### src/rtl/arp_eth_tx_pad.sv
// ARP frame transmitter: latches one frame's fields, then emits the Ethernet header and the
// ARP body (optionally zero-padded to 46 bytes) as an AXI-stream payload, MSB-first byte order.
module arp_eth_tx_pad #(
    parameter int DATA_WIDTH  = 8,
    parameter bit KEEP_ENABLE = (DATA_WIDTH > 8),
    parameter int KEEP_WIDTH  = DATA_WIDTH / 8,
    parameter bit PAD_ENABLE  = 1'b1,
    parameter int COUNT_WIDTH = 16
) (
    input  logic                   clk,
    input  logic                   rst_n,
    input  logic                   s_frame_valid,
    output logic                   s_frame_ready,
    input  logic [47:0]            s_eth_dest_mac,
    input  logic [47:0]            s_eth_src_mac,
    input  logic [15:0]            s_eth_type,
    input  logic [15:0]            s_arp_htype,
    input  logic [15:0]            s_arp_ptype,
    input  logic [15:0]            s_arp_oper,
    input  logic [47:0]            s_arp_sha,
    input  logic [31:0]            s_arp_spa,
    input  logic [47:0]            s_arp_tha,
    input  logic [31:0]            s_arp_tpa,
    output logic                   m_eth_hdr_valid,
    input  logic                   m_eth_hdr_ready,
    output logic [47:0]            m_eth_dest_mac,
    output logic [47:0]            m_eth_src_mac,
    output logic [15:0]            m_eth_type,
    output logic [DATA_WIDTH-1:0]  m_eth_payload_axis_tdata,
    output logic [KEEP_WIDTH-1:0]  m_eth_payload_axis_tkeep,
    output logic                   m_eth_payload_axis_tvalid,
    input  logic                   m_eth_payload_axis_tready,
    output logic                   m_eth_payload_axis_tlast,
    output logic                   m_eth_payload_axis_tuser,
    output logic                   busy,
    output logic [COUNT_WIDTH-1:0] tx_frame_count
);

    localparam int MAX_LEN = 46;
    localparam int ARP_LEN = 28;
    localparam int LEN     = PAD_ENABLE ? MAX_LEN : ARP_LEN;

    typedef enum logic {IDLE, PAYLOAD} state_t;

    state_t                 state_q;
    logic [6:0]             ptr_q;
    logic                   busy_q, busy_d;
    logic                   ready_q;
    logic                   hdr_valid_q;
    logic [COUNT_WIDTH-1:0] count_q;

    logic [7:0]  body_q [MAX_LEN];
    logic [7:0]  body_d [MAX_LEN];
    logic [47:0] dest_q, src_q;
    logic [15:0] type_q;

    logic [8*ARP_LEN-1:0]  arp_vec;
    logic [DATA_WIDTH-1:0] tdata_c;
    logic [KEEP_WIDTH-1:0] tkeep_c;
    logic [6:0]            idx;
    logic                  last_c, frame_hs, beat_hs, hdr_hs, pay_done, hdr_done;

    assign frame_hs = s_frame_valid && ready_q;
    assign beat_hs  = (state_q == PAYLOAD) && m_eth_payload_axis_tready;
    assign hdr_hs   = hdr_valid_q && m_eth_hdr_ready;
    assign last_c   = (int'(ptr_q) + KEEP_WIDTH) >= LEN;
    assign pay_done = (state_q == IDLE) || (beat_hs && last_c);
    assign hdr_done = !hdr_valid_q || hdr_hs;

    always_comb begin
        busy_d = busy_q;
        if (frame_hs)
            busy_d = 1'b1;
        else if (busy_q && pay_done && hdr_done)
            busy_d = 1'b0;
    end

    assign arp_vec = {s_arp_htype, s_arp_ptype, 8'h06, 8'h04, s_arp_oper,
                      s_arp_sha, s_arp_spa, s_arp_tha, s_arp_tpa};

    always_comb begin
        for (int i = 0; i < MAX_LEN; i++)
            body_d[i] = (i < ARP_LEN) ? arp_vec[8*(ARP_LEN-1-i) +: 8] : 8'h00;
    end

    // Bytes past LEN on the final beat are masked and driven as zero
    always_comb begin
        tdata_c = '0;
        tkeep_c = '0;
        idx     = '0;
        for (int b = 0; b < KEEP_WIDTH; b++) begin
            idx = ptr_q + 7'(b);
            if (int'(idx) < LEN) begin
                tdata_c[8*b +: 8] = body_q[idx[5:0]];
                tkeep_c[b]        = 1'b1;
            end
        end
    end

    always_ff @(posedge clk) begin
        if (frame_hs) begin
            body_q <= body_d;
            dest_q <= s_eth_dest_mac;
            src_q  <= s_eth_src_mac;
            type_q <= s_eth_type;
        end
    end

    always_ff @(posedge clk or negedge rst_n) begin
        if (!rst_n) begin
            state_q     <= IDLE;
            ptr_q       <= '0;
            busy_q      <= 1'b0;
            ready_q     <= 1'b0;
            hdr_valid_q <= 1'b0;
            count_q     <= '0;
        end else begin
            busy_q  <= busy_d;
            ready_q <= !busy_d;
            if (frame_hs)
                hdr_valid_q <= 1'b1;
            else if (hdr_hs)
                hdr_valid_q <= 1'b0;
            case (state_q)
                IDLE: begin
                    if (frame_hs) begin
                        state_q <= PAYLOAD;
                        ptr_q   <= '0;
                    end
                end
                PAYLOAD: begin
                    if (beat_hs) begin
                        if (last_c) begin
                            state_q <= IDLE;
                            ptr_q   <= '0;
                            count_q <= count_q + 1'b1;
                        end else begin
                            ptr_q <= ptr_q + 7'(KEEP_WIDTH);
                        end
                    end
                end
                default: state_q <= IDLE;
            endcase
        end
    end

    assign s_frame_ready             = ready_q;
    assign busy                      = busy_q;
    assign tx_frame_count            = count_q;
    assign m_eth_hdr_valid           = hdr_valid_q;
    assign m_eth_dest_mac            = dest_q;
    assign m_eth_src_mac             = src_q;
    assign m_eth_type                = type_q;
    assign m_eth_payload_axis_tvalid = (state_q == PAYLOAD);
    assign m_eth_payload_axis_tdata  = tdata_c;
    assign m_eth_payload_axis_tkeep  = KEEP_ENABLE ? tkeep_c : {KEEP_WIDTH{1'b1}};
    assign m_eth_payload_axis_tlast  = (state_q == PAYLOAD) && last_c;
    assign m_eth_payload_axis_tuser  = 1'b0;

endmodule

### config.mk
export PLATFORM = sky130hd
export DESIGN_NAME = arp_eth_tx_pad
export DESIGN_NICKNAME = d
export VERILOG_FILES = /design/src/rtl/arp_eth_tx_pad.sv
export SDC_FILE = /design/constraint.sdc
export NUM_CORES = 1
export LEC_CHECK = 0
export CELL_PAD_IN_SITES_DETAIL_PLACEMENT = 2
export CELL_PAD_IN_SITES_GLOBAL_PLACEMENT = 2
export CORE_MARGIN = 2
export CORE_UTILIZATION = 30
export CTS_CLUSTER_DIAMETER = 200
export DETAILED_ROUTE_END_ITERATION = 16
export DONT_BUFFER_PORTS = 1
export HOLD_SLACK_MARGIN = 0.06
export PLACE_DENSITY = 0.59
export SLEW_MARGIN = 20
export SYNTH_ARGS = -nofsm -noshare
export SYNTH_HDL_FRONTEND = slang
export SYNTH_SLANG_ARGS = --single-unit
### constraint.sdc
create_clock -name clk -period 16.6 [get_ports clk]
set_input_delay 3.32 -clock clk [delete_from_list [all_inputs] [get_ports clk]]
set_output_delay 3.32 -clock clk [all_outputs]
set_load 0.01 [all_outputs]
# Yosys cells after proc, flatten, opt, wreduce, memory -nomap -nowiden

Cells that the tools add are included.

Reduce and logical (&&, ||, !) cells: 14
Add/sub/neg operators: 3
Order comparisons: 3
Bitwise logic cells: 2
Equal/unequal tests: 2
Multiplexer cells: 16

Operator list:

| operator                | number |
|---|---|
| $bmux W8 S6             | 1 |
| $mux W8                 | 3 |
| $mux W7                 | 3 |
| $add A16 B1 Y16 const B | 1 |
| $pmux W7 S2             | 1 |
| $add A7 B1 Y8 const B   | 1 |
| $ge A8 B6 Y1 const B    | 1 |
| $add A7 B1 Y7 const B   | 1 |
| $ge A7 B7 Y1 const B    | 1 |
| $logic_and A1 B1 Y1     | 7 |
| $lt A7 B6 Y1 const B    | 1 |
| $mux W1                 | 7 |
| $not A6 Y7              | 1 |
| $reduce_and A3 Y1       | 1 |
| $logic_not A1 Y1        | 2 |
| $logic_or A1 B1 Y1      | 2 |
| $ne A2 B1 Y1 const B    | 1 |
| $ne A2 B2 Y1 const B    | 1 |
| $pmux W1 S2             | 1 |
| $reduce_and A2 Y1       | 1 |
| $reduce_bool A2 Y1      | 1 |
| $not A1 Y1              | 1 |

Logic and storage cells: 75
Bits in registers: 347
Output and inout bits: 143
Input bits: 325

# Depth between registers and ports, before layout

Gate-level depths: netlist of the first run.

Depth after elaboration: 9
Gate-level depth with buffers: 12

# Worst setup path after synthesis of the first run

No wires, ideal clock.

Path kind: input-to-reg
From: input s_frame_valid
To: register body_q[144] in the netlist's numbering (enable)
Data required time: 15.928 ns
Setup slack: 6.319 ns
Path buffers: 0
Arrival: 9.609 ns
Stages: 2
Cells stage by stage: nand2_1 > inv_1

Word-level cells in the longest chain between the ends: 1

RTL lines:

| what                   | RTL line | source |
|---|---|---|
| start: declaration     | 12       | `input logic s_frame_valid,` |
| $logic_and A1 B1 Y1    | 63       | `assign frame_hs = s_frame_valid && ready_q;` |
| via frame_hs           | 61       | `logic last_c, frame_hs, beat_hs, hdr_hs, pay_done, hdr_done;` |
| end signal: assignment | 102      | `body_q <= body_d;` |
| end: declaration       | 52       | `logic [7:0] body_q [MAX_LEN];` |

The timed path passes the listed nets, and every way through them passes these cells.
A chain may end at the register's enable or synchronous reset.

# Worst setup path after layout of the first run

From: register ptr_q[0]
To: output m_eth_payload_axis_tlast

Word-level cells in the longest chain between the ends: 3

RTL lines:

| what                     | RTL line | source |
|---|---|---|
| start: declaration       | 46       | `logic [6:0] ptr_q;` |
| start signal: assignment | 138      | `ptr_q <= ptr_q + 7'(KEEP_WIDTH);` |
| $add A7 B1 Y8            | 66       | `assign last_c = (int'(ptr_q) + KEEP_WIDTH) >= LEN;` |
| $ge A8 B6 Y1             | 66       |  |
| $logic_and A1 B1 Y1      | 157      | `assign m_eth_payload_axis_tlast = (state_q == PAYLOAD) && last_c;` |
| end: declaration         | 33       | `output logic m_eth_payload_axis_tlast,` |

Every way passes these cells.

==> flow_metrics.env, run 1 <==
export IMPL_status="completed"
export IMPL_worstHoldStart="tx_frame_count[15]$_DFFE_PN0P_"
export IMPL_die_h_um=210.3
export IMPL_cts_htree_levels=2
export IMPL_grt_util_all_layers_pct=16.56
export IMPL_via_per_inst=4.945
export IMPL_cts_sinks=347
export IMPL_cts_tree="done"
export IMPL_holdBufCountCts=0
export IMPL_syn_cell_area_um2=12770
export IMPL_chipWidth_um=210.3
export IMPL_clock_skew_ns=0.01025
export IMPL_num_rows=75
export IMPL_maxCapViolCount=0
export IMPL_synth_area_leader_cell="edfxtp_1"
export IMPL_powerDensity_nw_per_um2=176.0
export IMPL_ys_warn_count=0
export IMPL_clk_pin_slew_ns=0.05
export IMPL_post_route_min_period_ns=6.794
export IMPL_cts_resized_gates=0
export IMPL_initial_core_util_pct=30.44
export IMPL_final_layout_size_suffix_gt1_share_pct=19.08
export IMPL_drtAntennaViolNets=0
export IMPL_clock_fmax_mhz=147.2
export IMPL_wl_per_cell_um=30.18
export IMPL_cp_required_ns=13.28
export IMPL_synth_distinct_cells=51
export IMPL_ys_ff_latch=347
export IMPL_grt_pass1_vias=6816
export IMPL_fin_tns_setup_ns=0
export IMPL_overflow=0
export IMPL_hp_class="reg -> reg"
export IMPL_cp_max_fo=46
export IMPL_final_util_pct=34.88
export IMPL_via_count=6018
export IMPL_arrival_ns=3.47
export IMPL_regToRegSetupSlack_ns=13.06
export IMPL_reg2regPathDepth=8
export IMPL_crit_path_end_kind="output pin"
export IMPL_r2r_start="ptr_q[0]$_DFFE_PN0P_"
export IMPL_grt_pass1_wl_um=51370
export IMPL_dp_slack_ns=10.22
export IMPL_drt_initial_drc_count=423
export IMPL_setup_ws_ns=9.806
export IMPL_fp_coreArea_um2=41950
export IMPL_final_cell_mix="320 x edfxtp_1, 47 x mux4_2, 44 x nand2_1"
export IMPL_drv_slew=0
export IMPL_worst_pin_slew_ns=0.9687
export IMPL_io_buffers=0
export IMPL_final_nets=969
export IMPL_async_flop_share_pct=7.781
export IMPL_syn_nets=949
export IMPL_drt_wl_total_um=36730
export IMPL_cts_root_buf="clkbuf_16"
export IMPL_power_mw=2.575
export IMPL_fin_crit_sh_pct=40.93
export IMPL_startpoint_type="flop"
export IMPL_syn_to_final_growth_pct=14.57
export IMPL_rr_endpoint="tx_frame_count[11]$_DFFE_PN0P_"
export IMPL_final_common_cell="edfxtp_1"
export IMPL_dp_cells=1139
export IMPL_synth_edff_count=320
export IMPL_clock_latency_ns=0.56
export IMPL_post_synth_top_area_fraction_pct=75.25
export IMPL_syn_inst=621
export IMPL_p_leak_nw=4.846
export IMPL_slew_headroom_pct=35.42
export IMPL_ys_seq_area_share_pct=80.54
export IMPL_post_cts_setup_buffers=0
export IMPL_whs_endpoint="tx_frame_count[15]$_DFFE_PN0P_"
export IMPL_ios=468
export IMPL_antenna_found_initial=14
export IMPL_holdPathStages=1
export IMPL_drc=0
export IMPL_path_class="reg -> out"
export IMPL_rsz0062_at_grt="false"
export IMPL_ys_top_cells_by_area="edfxtp_1 75%, mux4_2 8.3%, dfrtp_1 5.3%"
export IMPL_place_congestion=0.8290
export IMPL_syn_avg_cell_area_um2=20.56
export IMPL_finalSetupViolations=0
export IMPL_die_area_um2=44230
export IMPL_dr_pass1_iters=4
export IMPL_final_cells=1217
export IMPL_cts_buffers_inserted=39
export IMPL_vdd_ir_drop_max_mv=0.09936
export IMPL_cts_buffer_depth=3
export IMPL_fill_cells=4051
export IMPL_grt_max_degree=114
export IMPL_hold_viol=0
export IMPL_place_hpwl_um=26820
export IMPL_ys_dominant_reg_cell="edfxtp_1"
## cell usage after synthesis (6+ instances only)
cell / instances
a21oi_1: 10
a221oi_1: 7
a311oi_1: 6
buf_2: 12
clkbuf_1: 11
dfrtp_1: 27
edfxtp_1: 320
inv_1: 8
mux2_2: 7
mux2i_1: 10
mux4_2: 47
nand2_1: 44
nand3_1: 7
nor2_1: 13
nor3_1: 6
o21ai_0: 12
xnor2_1: 6
xor2_1: 10
## power breakdown
group | switching, mW | internal [mW] | leakage [nW]
Clock | 0.351 | 0.483 | 0.605
Combinational | 0.307 | 0.193 | 0.912
Sequential | 0.103 | 1.14 | 3.33
Total | 0.760 | 1.81 | 4.85
## layer usage
layer | up-vias | global-route usage [%] | routed length [um] | share of wire, %
met2 | 308 | 29.24 | 19680 | 54
met3 | 73 | 6.719 | 3326 | 9.1
met1 | 3084 | 17.26 | 12440 | 34
met4 | 14 | 7.483 | 1181 | 3.2
li1 | 2539 | - | - | -
met5 | - | 0 | 99 | 0.27
## sequential cells by signal, indices dropped and copies added, names as in the netlist
register and count:
tx_frame_count 16, s_frame_ready 1, ptr_q 7, m_eth_src_mac 48, m_eth_dest_mac 48, m_eth_type 16, body_q 208, m_eth_hdr_valid 1
busy 1, m_eth_payload_axis_tvalid 1
## cell families after synthesis
group                      share of synthesized area (%)
adders and majority gates                         0.2940
buffers and inverters                              1.382
muxes                                              9.690
and+or+nand+nor                                    3.625
AOI/OAI and AO/OA                                  3.312
DFF                                                80.54
other                                            0.05881
xor gates and xnor gates                           1.097
## through the flow
| stage | cell area [um^2] | hold slack, ns |
|---|---|---|
| after global routing | 14630 | 0.5672 |
| after detailed placement | 13370 | 0.5316 |
| after floorplan | 12770 | 0.5039 |
| final | 14630 | 0.5314 |
| after CTS | 14610 | 0.5403 |
| after global placement | 13370 | 0.5301 |
## how the worst max path moves through the flow
stage | startpoint | to | slack [ns] | cells after the start
final | ptr_q[0]$_DFFE_PN0P_ | m_eth_payload_axis_tlast | 9.81 | 7
after global routing | ptr_q[0]$_DFFE_PN0P_ | m_eth_payload_axis_tlast | 9.40 | 7
after CTS | ptr_q[0]$_DFFE_PN0P_ | m_eth_payload_axis_tlast | 9.59 | 7
after detailed placement | ptr_q[0]$_DFFE_PN0P_ | m_eth_payload_axis_tlast | 10.22 | 7
after global placement | ptr_q[0]$_DFFE_PN0P_ | m_eth_payload_axis_tlast | 10.33 | 7
after floorplan | s_frame_valid | body_q[144]$_DFFE_PP_ | 6.32 | 2
## final cells by class
type / count / area (um^2) / share of cell area (%)
Sequential cell: 347 / 10290 / 70.33
Multi-Input combinational cell: 236 / 2308 / 15.78
Clock buffer: 44 / 994.7 / 6.799
Tap cell: 539 / 674.4 / 4.610
Clock inverter: 27 / 244.0 / 1.668
Timing Repair Buffer: 8 / 60.06 / 0.4105
Inverter: 9 / 41.29 / 0.2822
Antenna cell: 7 / 17.52 / 0.1197
## critical path: stages, from the launching register on
cell	delay, ns
dfrtp_4	0.66
buf_4	0.72
ha_1	0.46
and2_1	0.17
a31oi_1	0.08
o221ai_1	0.41
nand2_1	0.14
and2_1	0.23
(Power assumes the default switching activity.)
==> inputs of run 2 (changes only) <==
==> constraint.sdc (replaced) <==
create_clock -name clk -period 6.7 [get_ports clk]
set_input_delay 1.34 -clock clk [delete_from_list [all_inputs] [get_ports clk]]
set_output_delay 1.34 -clock clk [all_outputs]
set_load 0.01 [all_outputs]
==> flow_metrics.env, run 2 (synthesis gave the netlist of run 1 again) <==
export IMPL_via_per_inst=5.020
export IMPL_startpoint_type="flop"
export IMPL_clock_latency_ns=0.55
export IMPL_regToRegSetupSlack_ns=3.71
export IMPL_power_mw=6.503
export IMPL_routed_top_layer="met5"
export IMPL_path_class="reg -> out"
export IMPL_vdd_ir_drop_max_mv=0.3095
export IMPL_cp_required_ns=5.36
export IMPL_fin_crit_sh_pct=71.35
export IMPL_grt_util_all_layers_pct=16.67
export IMPL_wl_met3_um=3408
export IMPL_cts_resized_gates=0
export IMPL_chipWidth_um=210.3
export IMPL_grt_pass1_vias=6809
export IMPL_hold_viol=0
export IMPL_dp_cells=1139
export IMPL_syn_to_final_growth_pct=15.39
export IMPL_num_rows=75
export IMPL_clk_pin_slew_ns=0.06
export IMPL_rsz0062_at_grt="false"
export IMPL_holdBufCountCts=0
export IMPL_place_congestion=0.8145
export IMPL_final_cells=1228
export IMPL_final_cell_mix="320 x edfxtp_1, 47 x mux4_2, 44 x nand2_1"
export IMPL_drc=0
export IMPL_drtAntennaViolNets=0
export IMPL_dp_slack_ns=2.376
export IMPL_final_nets=970
export IMPL_drt_initial_drc_count=403
export IMPL_power_frac_clock_pct=33.1
export IMPL_finalSetupViolations=0
export IMPL_setup_ws_ns=1.920
export IMPL_r2r_start="ptr_q[3]$_DFFE_PN0P_"
export IMPL_p_switching_mw=1.912
export IMPL_ios=468
export IMPL_reg2regPathDepth=7
export IMPL_worst_pin_slew_ns=1.165
export IMPL_place_hpwl_um=26780
export IMPL_antenna_found_initial=15
export IMPL_drv_slew=0
export IMPL_crit_path_end_kind="output pin"
export IMPL_via_count=6165
export IMPL_drt_met1_wl_um=12410
export IMPL_cts_tree="done"
export IMPL_maxCapViolCount=0
export IMPL_cts_buffers_inserted=40
export IMPL_dr_pass1_iters=6
export IMPL_die_area_um2=44230
export IMPL_clock_skew_ns=0.01738
export IMPL_final_layout_size_suffix_gt1_share_pct=18.48
export IMPL_largest_register="body_q"
export IMPL_clock_fmax_mhz=209.2
export IMPL_fp_coreArea_um2=41950
export IMPL_grt_pass1_wl_um=51400
export IMPL_p_seq_share_pct=47.7
export IMPL_cts_buffer_depth=3
export IMPL_hp_class="in -> async"
export IMPL_internal_power_mw=4.590
export IMPL_swShare_pct=29.41
export IMPL_die_h_um=210.3
export IMPL_rr_endpoint="tx_frame_count[7]$_DFFE_PN0P_"
export IMPL_post_cts_setup_buffers=0
export IMPL_io_buffers=0
export IMPL_fin_tns_setup_ns=0
export IMPL_cts_sinks=347
export IMPL_powerDensity_nw_per_um2=441.3
export IMPL_cts_root_buf="clkbuf_16"
export IMPL_initial_core_util_pct=30.44
export IMPL_wl_per_cell_um=30.47
export IMPL_drt_wl_total_um=37420
export IMPL_post_route_min_period_ns=4.780
export IMPL_wl_met2_um=20310
export IMPL_grt_max_degree=182
export IMPL_cts_htree_levels=2
export IMPL_p_leak_nw=4.854
export IMPL_final_common_cell="edfxtp_1"
export IMPL_largest_register_ff_count=208
export IMPL_arrival_ns=3.44
export IMPL_cp_max_fo=42
export IMPL_status="completed"
export IMPL_pwr_share_comb_pct=19.2
export IMPL_overflow=0
export IMPL_slew_headroom_pct=22.37
run 2: worst max-delay path: stages, from the launching register on:
cell and delay (ns):
dfrtp_4 0.71, buf_4 0.73, mux4_2 0.61, a221oi_1 0.37, a311oi_1 0.14, a21oi_1 0.19, nor2_1 0.09
run 2: layer usage:
layer	up-vias	GRT usage (%)
met3	74	7.136
met2	306	30.03
met1	3215	16.64
met5	-	0
met4	10	7.410
li1	2560	-
run 2: worst max path at each step:
| stage | from | depth (start not counted) | to |
|---|---|---|---|
| 2_1_floorplan | s_frame_valid | 2 | body_q[144]$_DFFE_PP_ |
| 3_5_place_dp | ptr_q[0]$_DFFE_PN0P_ | 6 | m_eth_payload_axis_tdata[0] |
| 4_1_cts | ptr_q[0]$_DFFE_PN0P_ | 6 | m_eth_payload_axis_tdata[0] |
| 3_3_place_gp | ptr_q[0]$_DFFE_PN0P_ | 6 | m_eth_payload_axis_tdata[4] |
| 5_1_grt | ptr_q[0]$_DFFE_PN0P_ | 6 | m_eth_payload_axis_tdata[0] |
| 6_report | ptr_q[0]$_DFFE_PN0P_ | 6 | m_eth_payload_axis_tdata[0] |
run 2: layout make-up:
cell class                 count  area, um^2
fill                        4021       27210
sequential                   347       10290
multi-input combinational    236        2308
clock buffer                  53        1060
tap                          539       674.4
clock inverter                18       235.2
timing repair buffer           8       85.08
antenna                       18       45.04
inverter                       9       37.54
run 2: per-stage QoR:
stage / hold WS [ns] / utilization, % / instance area (um^2)
global placement: 0.5283 / 31.93 / 13400
finish: 0.4756 / 35.13 / 14740
floorplan: 0.5039 / - / 12770
CTS: 0.4349 / 35.02 / 14690
detailed placement: 0.5323 / 31.93 / 13400
global route: 0.4450 / 35.08 / 14720
run 2: power by group through the flow:
stage | clock network, mW | registers (mW) | logic (mW)
global route | 2.29 | 3.14 | 1.37
detailed placement | 0 | 3.14 | 1.29
finish | 2.15 | 3.10 | 1.25
CTS | 2.22 | 3.11 | 1.30
global placement | 0 | 3.13 | 1.25
floorplan | 0 | 3.06 | 0.948
